--- src/rtl/mapper_pkg.sv ---
// Shared types and default geometry for the banked address mapper.
package mapper_pkg;

  typedef enum logic [1:0] {
    ST_IDLE    = 2'd0,
    ST_REFRESH = 2'd1,
    ST_DONE    = 2'd2
  } state_e;

  localparam int MAP_W = 1;
  localparam int SLOTS = 8;
  localparam int OFF_W = 12;

  function automatic int map_width(input int num_maps);
    return (num_maps > 2) ? $clog2(num_maps) : 1;
  endfunction

endpackage

--- src/rtl/mapper_fast_table.sv ---
// Flat lookup table of {enable, offset} per (map, slot): one synchronous write
// port fed by the refresh engine and one combinational read port for translation.
module mapper_fast_table #(
  parameter int IDX_W     = 4,
  parameter int TBL_OFF_W = 12
) (
  input  logic                 i_clk,
  input  logic                 i_rst_n,
  input  logic                 i_we,
  input  logic [IDX_W-1:0]     i_waddr,
  input  logic [TBL_OFF_W-1:0] i_woffset,
  input  logic                 i_wenable,
  input  logic [IDX_W-1:0]     i_raddr,
  output logic [TBL_OFF_W-1:0] o_roffset,
  output logic                 o_renable
);

  localparam int ENTRIES = 1 << IDX_W;

  logic [TBL_OFF_W-1:0] r_off [ENTRIES];
  logic                 r_en  [ENTRIES];

  // Table storage, cleared to disabled/zero on reset.
  always_ff @(posedge i_clk or negedge i_rst_n) begin
    if (!i_rst_n) begin
      for (int i = 0; i < ENTRIES; i++) begin
        r_off[i] <= '0;
        r_en[i]  <= 1'b0;
      end
    end else if (i_we) begin
      r_off[i_waddr] <= i_woffset;
      r_en[i_waddr]  <= i_wenable;
    end
  end

  assign o_roffset = r_off[i_raddr];
  assign o_renable = r_en[i_raddr];

endmodule

--- src/rtl/mapper_banked.sv ---
// Banked CPU-to-physical address mapper: architectural slot registers, a refresh
// engine that copies one map set into the fast table, and the translation adder.
module mapper_banked
  import mapper_pkg::*;
#(
  parameter int                         CPU_AW      = 16,
  parameter int                         PHYS_AW     = 20,
  parameter int                         SLOT_BITS   = 3,
  parameter int                         NUM_MAPS    = 2,
  parameter logic [(1<<SLOT_BITS)-1:0]  RST_ENABLES = 8'h30,
  parameter logic [PHYS_AW-9:0]         RST_OFFSET  = 12'hF00
) (
  input  logic                            clk,
  input  logic                            reset,
  input  logic                            ready,
  input  logic [CPU_AW-1:0]               core_address_next,
  input  logic [map_width(NUM_MAPS)-1:0]  active_map,
  input  logic                            cfg_we,
  input  logic [map_width(NUM_MAPS)-1:0]  cfg_map,
  input  logic [SLOT_BITS-1:0]            cfg_slot,
  input  logic [PHYS_AW-9:0]              cfg_offset,
  input  logic                            cfg_enable,
  input  logic                            cfg_commit,
  output logic [PHYS_AW-9:0]              rd_offset,
  output logic                            rd_enable,
  output logic                            busy,
  output logic                            commit_done,
  output logic [PHYS_AW-1:0]              address_next,
  output logic                            map_next,
  output logic [PHYS_AW-1:0]              address,
  output logic                            map
);

  localparam int MAP_W_L = map_width(NUM_MAPS);
  localparam int SLOTS_L = 1 << SLOT_BITS;
  localparam int OFF_W_L = PHYS_AW - 8;
  localparam int IDX_W   = MAP_W_L + SLOT_BITS;
  localparam int ENTRIES = 1 << IDX_W;

  logic [OFF_W_L-1:0]   r_arch_off [ENTRIES];
  logic                 r_arch_en  [ENTRIES];
  state_e               r_state;
  state_e               w_state_nxt;
  logic [SLOT_BITS-1:0] r_cnt, w_cnt_nxt;
  logic [MAP_W_L-1:0]   r_cur, w_cur_nxt, w_pick;
  logic                 r_quiet, w_quiet_nxt;
  logic [NUM_MAPS-1:0]  r_pending, r_boot, w_set, w_clr;
  logic                 w_fast_we;
  logic                 r_commit_done;
  logic [PHYS_AW-1:0]   r_address, w_addr_nxt;
  logic                 r_map, w_map_nxt;
  logic [IDX_W-1:0]     w_ref_idx, w_lookup_idx, w_rd_idx;
  logic [OFF_W_L-1:0]   w_fast_woff, w_fast_off, w_hi, w_sum;
  logic                 w_fast_en;

  assign w_rd_idx     = {cfg_map, cfg_slot};
  assign w_ref_idx    = {r_cur, r_cnt};
  assign w_lookup_idx = {active_map, core_address_next[CPU_AW-1 -: SLOT_BITS]};
  assign w_set        = cfg_commit ? (NUM_MAPS'(1) << cfg_map) : '0;

  // Architectural slot registers; the last map boots with the reset windows enabled.
  always_ff @(posedge clk or negedge reset) begin
    if (!reset) begin
      for (int i = 0; i < ENTRIES; i++) begin
        r_arch_en[i]  <= ((i >> SLOT_BITS) == NUM_MAPS - 1) && RST_ENABLES[i & (SLOTS_L - 1)];
        r_arch_off[i] <= (((i >> SLOT_BITS) == NUM_MAPS - 1) && RST_ENABLES[i & (SLOTS_L - 1)])
                         ? RST_OFFSET : '0;
      end
    end else if (cfg_we) begin
      r_arch_off[w_rd_idx] <= cfg_offset;
      r_arch_en[w_rd_idx]  <= cfg_enable;
    end
  end

  assign rd_offset = r_arch_off[w_rd_idx];
  assign rd_enable = r_arch_en[w_rd_idx];

  // Lowest pending map wins.
  always_comb begin
    w_pick = '0;
    for (int m = NUM_MAPS - 1; m >= 0; m--) begin
      w_pick = r_pending[m] ? MAP_W_L'(m) : w_pick;
    end
  end

  // Refresh engine next-state; boot-time passes end without a commit_done pulse.
  always_comb begin
    w_state_nxt = r_state;
    w_cnt_nxt   = r_cnt;
    w_cur_nxt   = r_cur;
    w_quiet_nxt = r_quiet;
    w_clr       = '0;
    w_fast_we   = 1'b0;
    case (r_state)
      ST_IDLE: begin
        if (|r_pending) begin
          w_clr       = NUM_MAPS'(1) << w_pick;
          w_cur_nxt   = w_pick;
          w_cnt_nxt   = '0;
          w_quiet_nxt = r_boot[w_pick];
          w_state_nxt = ST_REFRESH;
        end else begin
          w_state_nxt = ST_IDLE;
        end
      end
      ST_REFRESH: begin
        w_fast_we = 1'b1;
        if (r_pending[r_cur]) begin
          w_clr       = NUM_MAPS'(1) << r_cur;
          w_cnt_nxt   = '0;
          w_quiet_nxt = 1'b0;
        end else if (r_cnt == SLOT_BITS'(SLOTS_L - 1)) begin
          w_state_nxt = r_quiet ? ST_IDLE : ST_DONE;
        end else begin
          w_cnt_nxt = r_cnt + SLOT_BITS'(1);
        end
      end
      ST_DONE: w_state_nxt = ST_IDLE;
      default: w_state_nxt = ST_IDLE;
    endcase
  end

  // Refresh engine state; a new commit outranks a same-cycle clear of its pending bit.
  always_ff @(posedge clk or negedge reset) begin
    if (!reset) begin
      r_state       <= ST_IDLE;
      r_cnt         <= '0;
      r_cur         <= '0;
      r_quiet       <= 1'b0;
      r_pending     <= '1;
      r_boot        <= '1;
      r_commit_done <= 1'b0;
    end else begin
      r_state       <= w_state_nxt;
      r_cnt         <= w_cnt_nxt;
      r_cur         <= w_cur_nxt;
      r_quiet       <= w_quiet_nxt;
      r_pending     <= (r_pending & ~w_clr) | w_set;
      r_boot        <= r_boot & ~w_clr & ~w_set;
      r_commit_done <= (r_state == ST_DONE);
    end
  end

  assign busy        = (r_state != ST_IDLE) || (|r_pending);
  assign commit_done = r_commit_done;
  assign w_fast_woff = r_arch_en[w_ref_idx] ? r_arch_off[w_ref_idx] : '0;

  mapper_fast_table #(
    .IDX_W     (IDX_W),
    .TBL_OFF_W (OFF_W_L)
  ) u_fast (
    .i_clk     (clk),
    .i_rst_n   (reset),
    .i_we      (w_fast_we),
    .i_waddr   (w_ref_idx),
    .i_woffset (w_fast_woff),
    .i_wenable (r_arch_en[w_ref_idx]),
    .i_raddr   (w_lookup_idx),
    .o_roffset (w_fast_off),
    .o_renable (w_fast_en)
  );

  assign w_hi  = OFF_W_L'(core_address_next[CPU_AW-1:8]);
  assign w_sum = w_fast_off + w_hi;

  // Translation; a stalled CPU cycle presents the held registered result.
  always_comb begin
    if (!ready) begin
      w_addr_nxt = r_address;
      w_map_nxt  = r_map;
    end else if (w_fast_en) begin
      w_addr_nxt = {w_sum, core_address_next[7:0]};
      w_map_nxt  = 1'b1;
    end else begin
      w_addr_nxt = PHYS_AW'(core_address_next);
      w_map_nxt  = 1'b0;
    end
  end

  // Registered translation, advancing only on ready cycles.
  always_ff @(posedge clk or negedge reset) begin
    if (!reset) begin
      r_address <= '0;
      r_map     <= 1'b0;
    end else if (ready) begin
      r_address <= w_addr_nxt;
      r_map     <= w_map_nxt;
    end
  end

  assign address_next = w_addr_nxt;
  assign map_next     = w_map_nxt;
  assign address      = r_address;
  assign map          = r_map;

endmodule

--- config.mk ---
export PLATFORM = sky130hd
export DESIGN_NAME = mapper_banked
export DESIGN_NICKNAME = d
export VERILOG_FILES = /design/src/rtl/mapper_pkg.sv /design/src/rtl/mapper_fast_table.sv /design/src/rtl/mapper_banked.sv
export SDC_FILE = /design/constraint.sdc
export NUM_CORES = 1
export LEC_CHECK = 0
export ABC_CLOCK_PERIOD_IN_PS = 4600
export CORE_MARGIN = 10
export CORE_UTILIZATION = 43
export DETAILED_ROUTE_END_ITERATION = 10
export PLACE_DENSITY = 0.64
export REMOVE_ABC_BUFFERS = 1
export SLEW_MARGIN = 20
export SYNTH_ARGS = -nofsm -noshare
export SYNTH_HDL_FRONTEND = slang
export SYNTH_SLANG_ARGS = --single-unit
--- constraint.sdc ---
create_clock -name clk -period 4.6 [get_ports clk]
set_clock_uncertainty 0.05 [all_clocks]
set_input_delay 0.46 -clock clk [delete_from_list [all_inputs] [get_ports clk]]
set_output_delay 0.46 -clock clk [all_outputs]
set_load 0.01 [all_outputs]
* Yosys cells after proc, flatten, opt, wreduce, memory -nomap -nowiden
Index checks and enable logic that the tools add are counted. Widths: inputs -> output; s select.
Storage, ports and cells: register bits 449, latch bits 0, RAM bits 0, memory bits (read-only) 0, bits of input ports 39, output and inout bits 57, logic and storage cells 171, memories kept 0
Cells by class: add/subtract/negate cells 2, multipliers 0, divide/modulo/power cells 0, magnitude comparators 7, equal/unequal tests 8, shift operators 3, muxes and demuxes 58, bitwise operators 9, reductions and logical operators 11
Operators by type and width (count):
- $bwmux 192 | 2
- $bmux 12 s4 | 3
- $mux 12 | 9
- $demux 12 s4 | 2
- $mux 20 | 2
- $bwmux 16 | 2
- $mux 1 | 20
- $ge 5x5->1 const B | 3
- $not 4->5 | 3
- $add 12x8->12 | 1
- $bmux 1 s4 | 3
- $mux 2 | 6
- $lt 5x1->1 const B | 2
- $mux 3 | 3
- $demux 1 s4 | 2
- $ne 2x2->1 const B | 4
- $pmux 2 s2 | 2
- $and 2x2->2 | 3
- $pmux 3 s2 | 1
- $reduce_and 3->1 | 2
- $shl 1x1->2 const A | 3
- $lt 1x2->1 const B | 2
- $not 2->2 | 2
- $reduce_and 2->1 | 2
- 12 further kinds | 14

* Longest topological paths before layout
depth after elaboration 8, mapped depth 15, depth with buffers taken out 11

* Cells and area by module
A second synthesis with hierarchy kept.
Unflattened totals: cell total of the unflattened synthesis 1433, area, all modules 22395.2 sq um
By module, submodules not included:
- mapper_banked | instances 1, cells an instance 847, area each 12983.7 sq um, seq. area each 6048.3 sq um
- mapper_fast_table | instances 1, cells an instance 586, area each 9411.5 sq um, seq. area each 5205.0 sq um

* Worst setup path before layout
Ideal clock, no wire load.
kind in2out, start input port core_address_next[13], end output port address_next[18], data arrival time 4.052 ns, data required time 4.090 ns, slack 0.038 ns, stages 15, path buffers 4, cells stage by stage buf_4 -> buf_4 -> buf_4 -> buf_2 -> mux4_2 -> mux4_2 -> ha_1 -> inv_1 -> fa_1 -> nor2b_1 -> o21ai_0 -> a21oi_1 -> o41a_1 -> and4_1 -> o32ai_1
Between the ends: cells in the longest elaborated chain, start to end 7, elaborated cells on any way between the ends 10, classes of those cells 1 x add/sub; 8 x mux; 1 x bitwise
RTL lines:
- from (decl) | line mapper_banked.sv:16 | input logic [CPU_AW-1:0] core_address_next,
- $not 4->5 (implied by the code) | line mapper_fast_table.sv:36, mapper_fast_table.sv:37
- $bmux 12 s4 | line mapper_fast_table.sv:36 | assign o_roffset = r_off[i_raddr];
- $mux 12 (implied by the code) (2 in a row) | line mapper_fast_table.sv:36
- $add 12x8->12 | line mapper_banked.sv:164 | assign w_sum = w_fast_off + w_hi;
- $mux 20 * | line mapper_banked.sv:171 | end else if (w_fast_en) begin
- $mux 20 * | line mapper_banked.sv:168 | if (!ready) begin
- to (decl) | line mapper_banked.sv:28 | output logic [PHYS_AW-1:0] address_next,
Mark *: on every way between the ends. The rest lies on a longest branch, timed or not. The select of a mux whose other input is x is not followed.

* Worst setup path after layout
start register u_fast.r_off[49] in the netlist's numbering, end output port address_next[15]
Between the ends: cells in the longest elaborated chain, start to end 6
RTL lines:
- from (decl) | line mapper_fast_table.sv:20 | logic [TBL_OFF_W-1:0] r_off [ENTRIES];
- from (signal, indexed assignment) | line mapper_fast_table.sv:31 | r_off[i_waddr] <= i_woffset;
- $bmux 12 s4 | line mapper_fast_table.sv:36
- $mux 12 (implied by the code) (2 in a row) | line mapper_fast_table.sv:36
- $add 12x8->12 | line mapper_banked.sv:164
- $mux 20 | line mapper_banked.sv:171
- $mux 20 | line mapper_banked.sv:168
Every way passes these cells. The select of a mux whose other input is x is not followed.

==> results.ini <==
[yosys]
synthArstFlopShare_pct=100
ys.flop_type=dfrtp_1
synth_area_um2=22700
netlist_instances=1437
seq_area_frac_synth_pct=49.6
ys_ff_latch=449
synth-warning-count=0
yosysUniqueCellTypes=56
synth_edf_count=0
avgSynthCellArea_um2=15.8

[route]
route.met2.wl_um=28100
wl_met3_um=2620
num_vias=13199
wirelength_um=56600
drt_iter0_markers=836
ant_nets=0
wl_per_cell_um=24.9
vias_per_cell=5.81
wl_met1_um=24700
first_pass_iters=5
dr.max_layer_used=met4
route.detailed.drc=0

[timing]
setup_viol=0
fin_crit_ns=4.40
max_slew_margin_pct=22.3
worst_slew_pin_slew_ns=1.16
fmax_mhz=227
period_share_pct=95.7
slew_viol_final=0
hold_violations=0

[worst_setup_path]
crit_path_start=u_fast.r_off[49]
required_ns=4.09
cp-start-kind=flop
worstPathCellList=mux4_2 > mux4_2 > ha_1 > a211oi_2 > o21bai_1 > a21oi_2 > o21bai_1 > a211oi_1 > o21ai_0 > clkdlybuf4s50_1
rr_worst_depth=5
crit_slowest_cell=clkdlybuf4s50_1
cp.arrival_ns=3.89
cpPeakStageDelay_ns=0.51
critPathTopFamily=compound AO/OA/AOI/OAI gates
r2r_setup_slack_ns=1.39
reg2reg_from=r_cnt[0]
crit_fanout=2
endpoint_kind=output pin
r2r_end=u_fast.r_off[133]
crit_buf_inv=1
crit_type=flop to output pin

[clock_network]
root_buffer=clkbuf_16
clk_transition_reported_paths_ns=0.06
clockBufferDepth=3
cts_buffers=50
cts.sinks=449
cts_setup_buffers=0
clk_latency_ns=0.59
cts_tree=yes
h-tree-depth=2

[placement]
hpwl_um=36500
io_buffers=95
placed_cell_area_um2=24600
place.gp.congestion=0.805

[floorplan]
ios=96
initial_core_util_pct=43.3
core_um2=52400
num_rows=84
die_h_um=250
die_w_um=250
die_area_um2=62300

[flow_run]
drv_cap=0

[run_status]
status=complete, no violations

[power]
peakVddDrop_uv=362
p_leak_nw=11.4
p_per_area_nw_per_um2=558
p_total_w=0.0147

[global_route]
gr-total-overflow=0
grt_pass1_wl_um=88400
antenna_found_initial=0
first_global_vias=14163
gr-usage-all-layers_pct=18.1
grt_max_degree=130

[cells_and_area]
num_antenna_cells=0
finalNetCount=1598
drive_gt1_share_pct=48.4
final_cell_area_um2=26400
area_growth_pct=16.5

[hold_path]
min_path_type=input pin to asynchronous set/reset pin

-- synth_stat cells (19+ instances only) --
master / number / area (um^2)
buf_2: 21 / 105
nand2_1: 23 / 86.3
inv_1: 26 / 97.6
mux2_2: 345 / 3880
mux2_1: 41 / 462
dfrtp_1: 435 / 10900
mux2i_1: 25 / 250
o21ai_0: 19 / 95.1
mux4_2: 181 / 4080
nor2_1: 43 / 161
a21oi_1: 20 / 100
mux2_4: 36 / 541
clkbuf_1: 64 / 240
-- layout by cell type (no fill, tap or decap), types with 25 or more instances in the layout --
cell             Yosys  layout
buf_4                3      69
clkbuf_16            0      51
clkdlybuf4s50_1      0      86
dfrtp_1            435     433
inv_1               26      26
mux2_1              41      41
mux2_2             345     345
mux2_4              36      36
mux2i_1             25      25
mux4_2             181     181
nor2_1              43      37
-- report_power, final --
part           leakage (nW)  switching [W]  internal (W)
Sequential             5.76       0.000751       0.00499
Combinational          4.82        0.00207       0.00263
Clock                 0.864        0.00166       0.00264
-- area by class of cell --
class | instances | area, um^2
Clock buffer | 70 | 1450
Clock inverter | 21 | 320
Fill cell | 4354 | 26000
Inverter | 26 | 97.6
Multi-Input combinational cell | 844 | 10800
Sequential cell | 449 | 11300
Tap cell | 688 | 861
Timing Repair Buffer | 174 | 1680
-- how the worst max path moves through the flow --
stage,end,slack [ns],depth (start not counted)
finish,address_next[15],0.20,10
global route,address_next[13],-0.001,10
floorplan,u_fast.r_off[36],0.09,5
CTS,address_next[19],0.03,11
detailed placement,address_next[19],0.08,12
global placement,address_next[18],0.11,13
-- state kept, by name (all words and copies together), names as in the netlist, 2 cells and up --
name and count:
r_boot 2, r_cnt 3, r_state 2, u_fast.r_en 16, r_arch_off 192, r_pending 2, u_fast.r_off 192, address 20
r_arch_en 16
-- timing repair --
item / in CTS / in global routing
hold endpoints to repair: 14 / 0
setup endpoints to repair: 2 / 5
pin swaps: 0 / 0
hold buffers: 1 / 0
resized for setup: 3 / 10
gates cloned: 0 / 0
-- kinds of logic (layout without fill, tap and decap cells) --
kind of cell               after synthesis  after routing  synth area share (%)
and+or+nand+nor                        115            115                  2.67
AOI/OAI and AO/OA                       74             74                  2.17
adders and majority gates               14             14                 0.805
xor gates and xnor gates                 6              6                 0.232
muxes                                  635            635                  41.4
DFF                                    449            449                  49.6
buffers and inverters                  144            291                  3.09
-- metal layers --
| metal | GRT usage [%] | up-vias |
|---|---|---|
| met5 | 0 | - |
| met4 | 4.97 | 0 |
| met3 | 3.22 | 75 |
| met2 | 29.8 | 300 |
| met1 | 24.2 | 7129 |
| li1 | - | 5695 |
-- worst register-to-register path: stages (launching register included) --
cell	delay, ns
dfrtp_4	0.82
buf_4	0.40
mux4_1	0.59
mux4_2	0.49
nor2b_1	0.35
mux2_2	0.38
-- metrics by stage --
| step | hold WS (ns) | cells | util (%) | setup TNS [ns] | setup slack [ns] |
|---|---|---|---|---|---|
| floorplan | 0.114 | 1319 | - | 0 | 0.0919 |
| global placement | 0.368 | 2179 | 46.9 | 0 | 0.109 |
| detailed placement | 0.380 | 2179 | 46.9 | 0 | 0.0809 |
| CTS | 0.377 | 2271 | 50.3 | 0 | 0.0265 |
| global route | 0.423 | 2272 | 50.4 | -0.00149 | -0.00149 |
| finish | 0.382 | 2272 | 50.4 | 0 | 0.197 |
Note: power is estimated with default switching activity, not from simulation.
